File: src/rtl/alu_arbiter_if.sv
// Bundle of the two requester channels, the shared response and the shared-ALU
// connection for alu_arbiter. The arbiter takes the slave side; the requesters
// and the combinational ALU take the master side.
interface alu_arbiter_if #(
  parameter int unsigned W = 32
);
  // Requester A
  logic         a_valid;
  logic [2:0]   a_op;
  logic [W-1:0] a_in1;
  logic [W-1:0] a_in2;
  logic         a_ready;
  logic         a_rsp_valid;
  logic         a_rsp_ready;

  // Requester B
  logic         b_valid;
  logic [2:0]   b_op;
  logic [W-1:0] b_in1;
  logic [W-1:0] b_in2;
  logic         b_ready;
  logic         b_rsp_valid;
  logic         b_rsp_ready;

  // Shared response
  logic [W-1:0] rsp_out;
  logic         rsp_zero;

  // Shared ALU
  logic [W-1:0] alu_in1;
  logic [W-1:0] alu_in2;
  logic [2:0]   alu_ctrl;
  logic [W-1:0] alu_out;
  logic         alu_zero;

  logic         busy;

  modport slave (
    input  a_valid, a_op, a_in1, a_in2, a_rsp_ready,
    input  b_valid, b_op, b_in1, b_in2, b_rsp_ready,
    input  alu_out, alu_zero,
    output a_ready, a_rsp_valid,
    output b_ready, b_rsp_valid,
    output rsp_out, rsp_zero,
    output alu_in1, alu_in2, alu_ctrl,
    output busy
  );

  modport master (
    output a_valid, a_op, a_in1, a_in2, a_rsp_ready,
    output b_valid, b_op, b_in1, b_in2, b_rsp_ready,
    output alu_out, alu_zero,
    input  a_ready, a_rsp_valid,
    input  b_ready, b_rsp_valid,
    input  rsp_out, rsp_zero,
    input  alu_in1, alu_in2, alu_ctrl,
    input  busy
  );
endinterface

File: src/rtl/alu_arbiter.sv
// Two-requester round-robin arbiter in front of a single shared combinational
// ALU. One operation is in flight at a time: IDLE grants and latches operands,
// ISSUE lets the ALU settle, CAPTURE registers its result, RESP holds the
// result until the granted requester takes it.
module alu_arbiter #(
  parameter int unsigned W = 32
) (
  input logic        i_clk,
  input logic        i_rst,
  alu_arbiter_if.slave io_bus
);

  typedef enum logic [1:0] {
    StIdle    = 2'd0,
    StIssue   = 2'd1,
    StCapture = 2'd2,
    StResp    = 2'd3
  } state_e;

  state_e       r_state;
  state_e       w_state_next;

  logic         r_prio_b;   // B wins a tie when set
  logic         r_gnt_b;    // requester owning the operation in flight
  logic [W-1:0] r_alu_in1;
  logic [W-1:0] r_alu_in2;
  logic [2:0]   r_alu_ctrl;
  logic [W-1:0] r_rsp_out;
  logic         r_rsp_zero;

  logic         w_grant;
  logic         w_grant_b;
  logic         w_a_ready;
  logic         w_b_ready;
  logic         w_a_rsp_valid;
  logic         w_b_rsp_valid;
  logic         w_busy;
  logic         w_rsp_ready;
  logic         w_rsp_done;
  logic [2:0]   w_op_sel;
  logic [2:0]   w_ctrl_sel;
  logic [W-1:0] w_in1_sel;
  logic [W-1:0] w_in2_sel;

  // Only the owner's consumer handshake can close a response.
  assign w_rsp_ready = r_gnt_b ? io_bus.b_rsp_ready : io_bus.a_rsp_ready;
  assign w_rsp_done  = (r_state == StResp) && w_rsp_ready;

  // State register
  always_ff @(posedge i_clk) begin
    if (i_rst) begin
      r_state <= StIdle;
    end else begin
      r_state <= w_state_next;
    end
  end

  // Next state: fixed ISSUE/CAPTURE steps, RESP waits for the owner's ready
  always_comb begin
    w_state_next = r_state;
    unique case (r_state)
      StIdle:    if (io_bus.a_valid || io_bus.b_valid) w_state_next = StIssue;
      StIssue:   w_state_next = StCapture;
      StCapture: w_state_next = StResp;
      StResp:    if (w_rsp_ready) w_state_next = StIdle;
      default:   w_state_next = StIdle;
    endcase
  end

  // Outputs: round-robin grant, ready pulses, response valids and busy
  always_comb begin
    w_grant   = 1'b0;
    w_grant_b = 1'b0;
    // No grant while reset is held, so a requester never sees a ready that is
    // about to be discarded.
    if ((r_state == StIdle) && !i_rst) begin
      if (io_bus.a_valid && io_bus.b_valid) begin
        w_grant   = 1'b1;
        w_grant_b = r_prio_b;
      end else if (io_bus.a_valid) begin
        w_grant   = 1'b1;
        w_grant_b = 1'b0;
      end else if (io_bus.b_valid) begin
        w_grant   = 1'b1;
        w_grant_b = 1'b1;
      end
    end
    w_a_ready     = w_grant && !w_grant_b;
    w_b_ready     = w_grant && w_grant_b;
    w_a_rsp_valid = (r_state == StResp) && !r_gnt_b;
    w_b_rsp_valid = (r_state == StResp) && r_gnt_b;
    w_busy        = (r_state != StIdle);
  end

  // Select the granted requester's op/operands; store-address (010) reuses add (001)
  always_comb begin
    w_op_sel   = w_grant_b ? io_bus.b_op  : io_bus.a_op;
    w_in1_sel  = w_grant_b ? io_bus.b_in1 : io_bus.a_in1;
    w_in2_sel  = w_grant_b ? io_bus.b_in2 : io_bus.a_in2;
    w_ctrl_sel = (w_op_sel == 3'b010) ? 3'b001 : w_op_sel;
  end

  // Operand latch at grant, result capture, and pointer update at completion
  always_ff @(posedge i_clk) begin
    if (i_rst) begin
      r_prio_b   <= 1'b0;
      r_gnt_b    <= 1'b0;
      r_alu_in1  <= '0;
      r_alu_in2  <= '0;
      r_alu_ctrl <= 3'b000;
      r_rsp_out  <= '0;
      r_rsp_zero <= 1'b0;
    end else begin
      if (w_grant) begin
        r_gnt_b    <= w_grant_b;
        r_alu_ctrl <= w_ctrl_sel;
        r_alu_in1  <= w_in1_sel;
        r_alu_in2  <= w_in2_sel;
      end
      if (r_state == StCapture) begin
        r_rsp_out  <= io_bus.alu_out;
        r_rsp_zero <= io_bus.alu_zero;
      end
      if (w_rsp_done) begin
        r_prio_b <= ~r_gnt_b;
      end
    end
  end

  assign io_bus.a_ready     = w_a_ready;
  assign io_bus.b_ready     = w_b_ready;
  assign io_bus.a_rsp_valid = w_a_rsp_valid;
  assign io_bus.b_rsp_valid = w_b_rsp_valid;
  assign io_bus.rsp_out     = r_rsp_out;
  assign io_bus.rsp_zero    = r_rsp_zero;
  assign io_bus.alu_in1     = r_alu_in1;
  assign io_bus.alu_in2     = r_alu_in2;
  assign io_bus.alu_ctrl    = r_alu_ctrl;
  assign io_bus.busy        = w_busy;

  // Structural invariants of the handshake
  a_ready_excl : assert property (@(posedge i_clk) !(w_a_ready && w_b_ready));
  a_rsp_excl   : assert property (@(posedge i_clk) !(w_a_rsp_valid && w_b_rsp_valid));
  a_rsp_stable : assert property (@(posedge i_clk) disable iff (i_rst)
                   ((r_state == StResp) && !w_rsp_ready) |=> $stable(r_rsp_out));
  a_ops_stable : assert property (@(posedge i_clk) disable iff (i_rst)
                   (r_state == StIssue) |=> ($stable(r_alu_in1) && $stable(r_alu_ctrl)));

endmodule

File: src/flat_wrapper.sv
// flat-port wrapper written by rule: the top's interface ports become plain ports
module alu_arbiter_flat 
#(
  parameter int unsigned W = 32
)
  (i_clk, i_rst, io_bus_a_valid, io_bus_a_op, io_bus_a_in1, io_bus_a_in2, io_bus_a_rsp_ready, io_bus_b_valid, io_bus_b_op, io_bus_b_in1, io_bus_b_in2, io_bus_b_rsp_ready, io_bus_alu_out, io_bus_alu_zero, io_bus_a_ready, io_bus_a_rsp_valid, io_bus_b_ready, io_bus_b_rsp_valid, io_bus_rsp_out, io_bus_rsp_zero, io_bus_alu_in1, io_bus_alu_in2, io_bus_alu_ctrl, io_bus_busy);
  alu_arbiter_if #(.W(W)) io_bus_i ();
  input logic i_clk;
  input logic i_rst;
  input wire logic [$bits(io_bus_i.a_valid)-1:0] io_bus_a_valid;
  input wire logic [$bits(io_bus_i.a_op)-1:0] io_bus_a_op;
  input wire logic [$bits(io_bus_i.a_in1)-1:0] io_bus_a_in1;
  input wire logic [$bits(io_bus_i.a_in2)-1:0] io_bus_a_in2;
  input wire logic [$bits(io_bus_i.a_rsp_ready)-1:0] io_bus_a_rsp_ready;
  input wire logic [$bits(io_bus_i.b_valid)-1:0] io_bus_b_valid;
  input wire logic [$bits(io_bus_i.b_op)-1:0] io_bus_b_op;
  input wire logic [$bits(io_bus_i.b_in1)-1:0] io_bus_b_in1;
  input wire logic [$bits(io_bus_i.b_in2)-1:0] io_bus_b_in2;
  input wire logic [$bits(io_bus_i.b_rsp_ready)-1:0] io_bus_b_rsp_ready;
  input wire logic [$bits(io_bus_i.alu_out)-1:0] io_bus_alu_out;
  input wire logic [$bits(io_bus_i.alu_zero)-1:0] io_bus_alu_zero;
  output wire logic [$bits(io_bus_i.a_ready)-1:0] io_bus_a_ready;
  output wire logic [$bits(io_bus_i.a_rsp_valid)-1:0] io_bus_a_rsp_valid;
  output wire logic [$bits(io_bus_i.b_ready)-1:0] io_bus_b_ready;
  output wire logic [$bits(io_bus_i.b_rsp_valid)-1:0] io_bus_b_rsp_valid;
  output wire logic [$bits(io_bus_i.rsp_out)-1:0] io_bus_rsp_out;
  output wire logic [$bits(io_bus_i.rsp_zero)-1:0] io_bus_rsp_zero;
  output wire logic [$bits(io_bus_i.alu_in1)-1:0] io_bus_alu_in1;
  output wire logic [$bits(io_bus_i.alu_in2)-1:0] io_bus_alu_in2;
  output wire logic [$bits(io_bus_i.alu_ctrl)-1:0] io_bus_alu_ctrl;
  output wire logic [$bits(io_bus_i.busy)-1:0] io_bus_busy;
  assign io_bus_i.a_valid = io_bus_a_valid;
  assign io_bus_i.a_op = io_bus_a_op;
  assign io_bus_i.a_in1 = io_bus_a_in1;
  assign io_bus_i.a_in2 = io_bus_a_in2;
  assign io_bus_i.a_rsp_ready = io_bus_a_rsp_ready;
  assign io_bus_i.b_valid = io_bus_b_valid;
  assign io_bus_i.b_op = io_bus_b_op;
  assign io_bus_i.b_in1 = io_bus_b_in1;
  assign io_bus_i.b_in2 = io_bus_b_in2;
  assign io_bus_i.b_rsp_ready = io_bus_b_rsp_ready;
  assign io_bus_i.alu_out = io_bus_alu_out;
  assign io_bus_i.alu_zero = io_bus_alu_zero;
  assign io_bus_a_ready = io_bus_i.a_ready;
  assign io_bus_a_rsp_valid = io_bus_i.a_rsp_valid;
  assign io_bus_b_ready = io_bus_i.b_ready;
  assign io_bus_b_rsp_valid = io_bus_i.b_rsp_valid;
  assign io_bus_rsp_out = io_bus_i.rsp_out;
  assign io_bus_rsp_zero = io_bus_i.rsp_zero;
  assign io_bus_alu_in1 = io_bus_i.alu_in1;
  assign io_bus_alu_in2 = io_bus_i.alu_in2;
  assign io_bus_alu_ctrl = io_bus_i.alu_ctrl;
  assign io_bus_busy = io_bus_i.busy;
  alu_arbiter #(.W(W)) u_core (.i_clk(i_clk), .i_rst(i_rst), .io_bus(io_bus_i));
endmodule
File: config.mk
export PLATFORM = sky130hd
export DESIGN_NAME = alu_arbiter_flat
export DESIGN_NICKNAME = d
export VERILOG_FILES = /design/src/rtl/alu_arbiter_if.sv /design/src/rtl/alu_arbiter.sv /design/src/flat_wrapper.sv
export SDC_FILE = /design/constraint.sdc
export NUM_CORES = 1
export LEC_CHECK = 0
export CAP_MARGIN = 20
export CORE_ASPECT_RATIO = 0.9
export CORE_MARGIN = 2
export CORE_UTILIZATION = 37
export CTS_CLUSTER_DIAMETER = 40
export DETAILED_ROUTE_END_ITERATION = 6
export PLACE_DENSITY = 0.88
export RECOVER_POWER = 50
export SLEW_MARGIN = 10
export SYNTH_ARGS = -nofsm -noshare
export SYNTH_HDL_FRONTEND = slang
export SYNTH_SLANG_ARGS = --single-unit
export TNS_END_PERCENT = 30
File: constraint.sdc
create_clock -name i_clk -period 2.9 [get_ports i_clk]
set_clock_uncertainty 0.05 [all_clocks]
set_input_delay 0.435 -clock i_clk [delete_from_list [all_inputs] [get_ports i_clk]]
set_output_delay 0.435 -clock i_clk [all_outputs]
set_load 0.02 [all_outputs]
**Yosys cells after proc, flatten, opt, wreduce, memory -nomap -nowiden**

Index checks and enable logic that the tools add are counted.

- Register bits after elaboration: 104
- Output and inout port bits: 105
- Word-level logic and storage cells: 44

- Eq/ne operators: 6
- Multiplexer cells: 15
- Bitwise logic cells: 1
- Reductions and logical operators: 14

Operator list:

| cell | count |
|---|---|
| 32-bit two-way mux | 2 |
| 1-bit two-way mux | 8 |
| 2-bit one-hot mux with 4 select lines | 1 |
| 1-bit logical AND | 7 |
| 3-bit two-way mux | 2 |
| 2-bit equality test, second input constant | 2 |
| 2-bit two-way mux | 2 |
| 2-bit by 1-bit != test with 1-bit output, second input constant | 2 |
| 3-bit by 2-bit equality test with 1-bit output, second input constant | 1 |
| 1-bit zero test | 3 |
| 2-bit by 1-bit equality test with 1-bit output, second input constant | 1 |
| 2-bit zero test | 1 |
| 2-bit AND reduction | 1 |
| 2-bit nonzero test | 1 |
| 1-bit logical OR | 1 |
| 1-bit inverter | 1 |

**Logic depth before layout (Yosys ltp)**

- Depth in word-level cells: 7
- Depth in mapped cells: 9

**Least setup slack after synthesis**

OpenSTA, ideal clock, no wires.

- Path kind: in2out
- From: input io_bus_a_valid
- To: output io_bus_a_ready
- Data arrival time: 1.367 ns
- Slack: 1.048 ns
- Cell stages on the path: 5
- Path buffers: 2
- Cells stage by stage: inv_2 > o21ai_1 > buf_2 > buf_2 > nor2b_1

- Word-level cells in the longest chain between the ends: 5
- Elaborated cells between the ends (all ways): 9
- Classes of those cells: mux (6); reduce/logical (3)

Ends and longest elaborated chain:

| element | line | source |
|---|---|---|
| from (decl) | flat_wrapper.sv:10 | `input wire logic [$bits(io_bus_i.a_valid)-1:0] io_bus_a_valid;` |
| 1-bit two-way mux / 1-bit logical AND (equally long branches) | alu_arbiter.sv:80, alu_arbiter.sv:77 |  |
| 1-bit two-way mux | alu_arbiter.sv:77 | `if (io_bus.a_valid && io_bus.b_valid) begin` |
| 1-bit two-way mux | alu_arbiter.sv:76 | `if ((r_state == StIdle) && !i_rst) begin` |
| 1-bit zero test | alu_arbiter.sv:88 | `w_a_ready = w_grant && !w_grant_b;` |
| 1-bit logical AND * | alu_arbiter.sv:88 |  |
| to (decl) | flat_wrapper.sv:22 | `output wire logic [$bits(io_bus_i.a_ready)-1:0] io_bus_a_ready;` |

Every way passes the cells marked *; elsewhere a longest branch is shown, timed or not.

**Final worst setup path**

- From: register u_core.r_state[0]
- To: output io_bus_b_ready

- Word-level cells in the longest chain between the ends: 4
- Elaborated cells between the ends (all ways): 5
- Classes of those cells: mux (2); reduce/logical (3)

Ends and longest elaborated chain:

| element | line | source |
|---|---|---|
| from (decl) | alu_arbiter.sv:20 | `state_e r_state;` |
| from (signal assigned) | alu_arbiter.sv:52 | `r_state <= StIdle;` |
| from (signal assigned) | alu_arbiter.sv:54 | `r_state <= w_state_next;` |
| 2-bit zero test * | alu_arbiter.sv:76 |  |
| 1-bit logical AND * | alu_arbiter.sv:76 |  |
| 1-bit two-way mux | alu_arbiter.sv:76 |  |
| 1-bit logical AND * | alu_arbiter.sv:89 | `w_b_ready = w_grant && w_grant_b;` |
| to (decl) | flat_wrapper.sv:24 | `output wire logic [$bits(io_bus_i.b_ready)-1:0] io_bus_b_ready;` |

Marks and branches as above.

==> results.toml <==
[run_status]
run_status = "finished with violations"
violations = "capacitance limit, slew limit"

[sta]
fmax_ghz = 0.375
slew_headroom = -0.273
min_period_ns = 2.66
tns_ns = 0
rsz0062_at_grt = "false"
setup_viol = 0
tightest_slew_ns = 1.91
period_share = 0.918
maxSlewViolCount = 35
hold_viol = 0

[setup_path]
slowest_stage = "clkdlybuf4s50_1"
critPathBufInv = 2
worstSetupStartpointType = "flop"
max_stage_delay_ns = 0.62
arrival_ns = 2.18
cp_top_family = "buffers and inverters"
required_ns = 2.41
cp_cell_sequence = "inv_1 -> ha_1 -> and2b_1 -> o211a_2 -> clkdlybuf4s50_1"
crit_type = "flop to output port"
critPathCaptureType = "output port"
path_max_fanout = 5

[layout]
area_growth_pct = 75.9
nFillCells = 844
final_core_util = 0.668
drive_above_1_share = 0.0410
nNetsFinal = 879
multi_input_area_um2 = 1820
finalNonFillerCells = 859
register_area_um2 = 2080
antenna_cells = 0

[min_path]
min_path_type = "flop to flop"

[pwr]
totalPowerFinal_mw = 5.63
power_density_nw_per_um2 = 776
peakVddDrop_uv = 505
p_leak_nw = 2.86

[synthesis]
synth.distinct_cells = 32
synth_top_area_cell = "dfxtp_1"
synth_edf_count = 0
yosysSeqAreaShare = 0.505
syn-num-nets = 629
postSynthAreaPerCell_um2 = 9.12
async_reset_ff_frac = 0
synth_ff_type = "dfxtp_1"
synth_area_leaders = "dfxtp_1 51%, o22ai_1 9.6%, mux2i_1 9.2%"
ys_ff_latch = 104
synthMostInstantiatedCell = "dfxtp_1"
netlist.area_leader.share = 0.505
synth_warnings = 0
synth_commonest_cells = "104 x dfxtp_1, 66 x nand3_1, 63 x o22ai_1"
synth_cells = 452
syn_area_um2 = 4120

[grt]
grt.overflow.total = 0
grt_pass1_vias = 4478
grt_antenna_before_repair = 0
grt_pass1_wl_mm = 22.2
grt_start_max_net_pins = 82
grt.total_usage = 0.234

[placed_design]
port_buffers = 277
dpl.hpwl_mm = 10.7
dp.cells = 842
gp_congestion = 0.826

[clock_tree]
cts_tree = "built"
hold_buffers = 0
htree_levels = 3
cts_setup_buffers = 0
insertion_delay_ns = 0.34
cts_buffers = 9
cts_resized = 0
numClockSinks = 104
cts_buffer_depth = 2
clockRootBuffer = "clkbuf_16"
clkTransAtPathRegs_ns = 0.07

[run]
drv_cap = 1

[routing]
vias = 4433
wl_per_cell_um = 16.6
drt_iter0_drc = 302
wl_mm = 14.3
firstDrtPassIters = 4
via_per_inst = 5.16
post-route-drc-count = 0
antenna_left = 0

[floorplanning]
ios = 278
dieArea_um2 = 12000
start_util = 0.380
dieHeight_um = 104
core_area_um2 = 10900
die_w_um = 115
rows = 36
## cells by family (layout without fill, tap and decap cells)
group / Yosys count / count (layout) / synth area share
AO/OA/AOI/OAI: 141 / 141 / 0.201
AND/OR/NAND/NOR: 116 / 116 / 0.132
flip-flops: 104 / 104 / 0.505
buffers and inverters: 49 / 304 / 0.0571
multiplexers: 38 / 38 / 0.0923
adder cells (fa/ha/maj): 4 / 4 / 0.0121
## power breakdown
| group | total, mW | internal [mW] | switching, mW |
|---|---|---|---|
| clock | 1.18 | 0.656 | 0.519 |
| combinational | 2.43 | 1.11 | 1.33 |
| sequential | 2.02 | 1.82 | 0.198 |
| total | 5.63 | 3.58 | 2.05 |
## state kept, by name, summed over array words and instances, names as in the netlist
| signal | flops |
|---|---|
| u_core.io_bus.alu_ctrl | 3 |
| u_core.io_bus.alu_in1 | 32 |
| u_core.io_bus.alu_in2 | 32 |
| u_core.io_bus.rsp_out | 32 |
| u_core.io_bus.rsp_zero | 1 |
| u_core.r_gnt_b | 1 |
| u_core.r_prio_b | 1 |
| u_core.r_state | 2 |
## tightest hold or removal path: cells and delay by family, from the launching register on
family           cells  cell delay, ns
AO/OA/AOI/OAI        1            0.05
AND/OR/NAND/NOR      1            0.05
flip-flops           1            0.31
## metrics by stage
| stage | setup slack, ns | cell area, µm² | hold slack, ns |
|---|---|---|---|
| 2_1_floorplan | 1.05 | 4120 | 0.445 |
| 3_3_place_gp | 0.356 | 6940 | 0.398 |
| 3_5_place_dp | 0.332 | 6940 | 0.403 |
| 4_1_cts | 0.197 | 7230 | 0.411 |
| 5_1_grt | 0.125 | 7250 | 0.439 |
| 6_report | 0.236 | 7250 | 0.405 |
## cell type report
cell class | instances | share of cell area
timing repair buffer | 283 | 0.392
sequential | 104 | 0.287
multi-input combinational | 299 | 0.252
clock buffer | 13 | 0.0373
tap | 152 | 0.0262
clock inverter | 3 | 0.00328
inverter | 5 | 0.00259
## worst paths after layout
check | from | to | slack (ns) | cells past startpoint
max | u_core.r_state[0] | io_bus_b_ready | 0.24 | 5
min | u_core.io_bus.alu_in2[12] | u_core.io_bus.alu_in2[12] | 0.41 | 2
min reg2reg | u_core.io_bus.alu_in2[12] | u_core.io_bus.alu_in2[12] | 0.41 | 2
max reg2reg | u_core.r_state[0] | u_core.r_state[0] | 0.39 | 4
## layout by cell type (no fill, tap or decap), types with 2 or more instances in the layout
cell type and n:
a211oi_1 2, clkdlybuf4s50_1 176, nor2b_1 2, o21ai_4 2, o21ai_1 26, clkbuf_16 9
buf_4 4, nand2_1 2, clkbuf_8 3, nand3_1 66, inv_1 3, mux2i_1 38
dlygate4sd3_1 101, nor2_1 39, buf_12 2, o22ai_1 63, ha_1 4, a21oi_1 2
dfxtp_1 104, clkinvlp_4 2, o21ai_0 40, inv_2 2
## per-layer routing
layer / track usage / part of all wire / up-vias
li1: - / - / 2151
met1: 0.239 / 0.37 / 2054
met2: 0.432 / 0.52 / 202
met3: 0.0880 / 0.087 / 26
met4: 0.0783 / 0.020 / 0
met5: 0 / 0 / -
(Power assumes the default switching activity.)
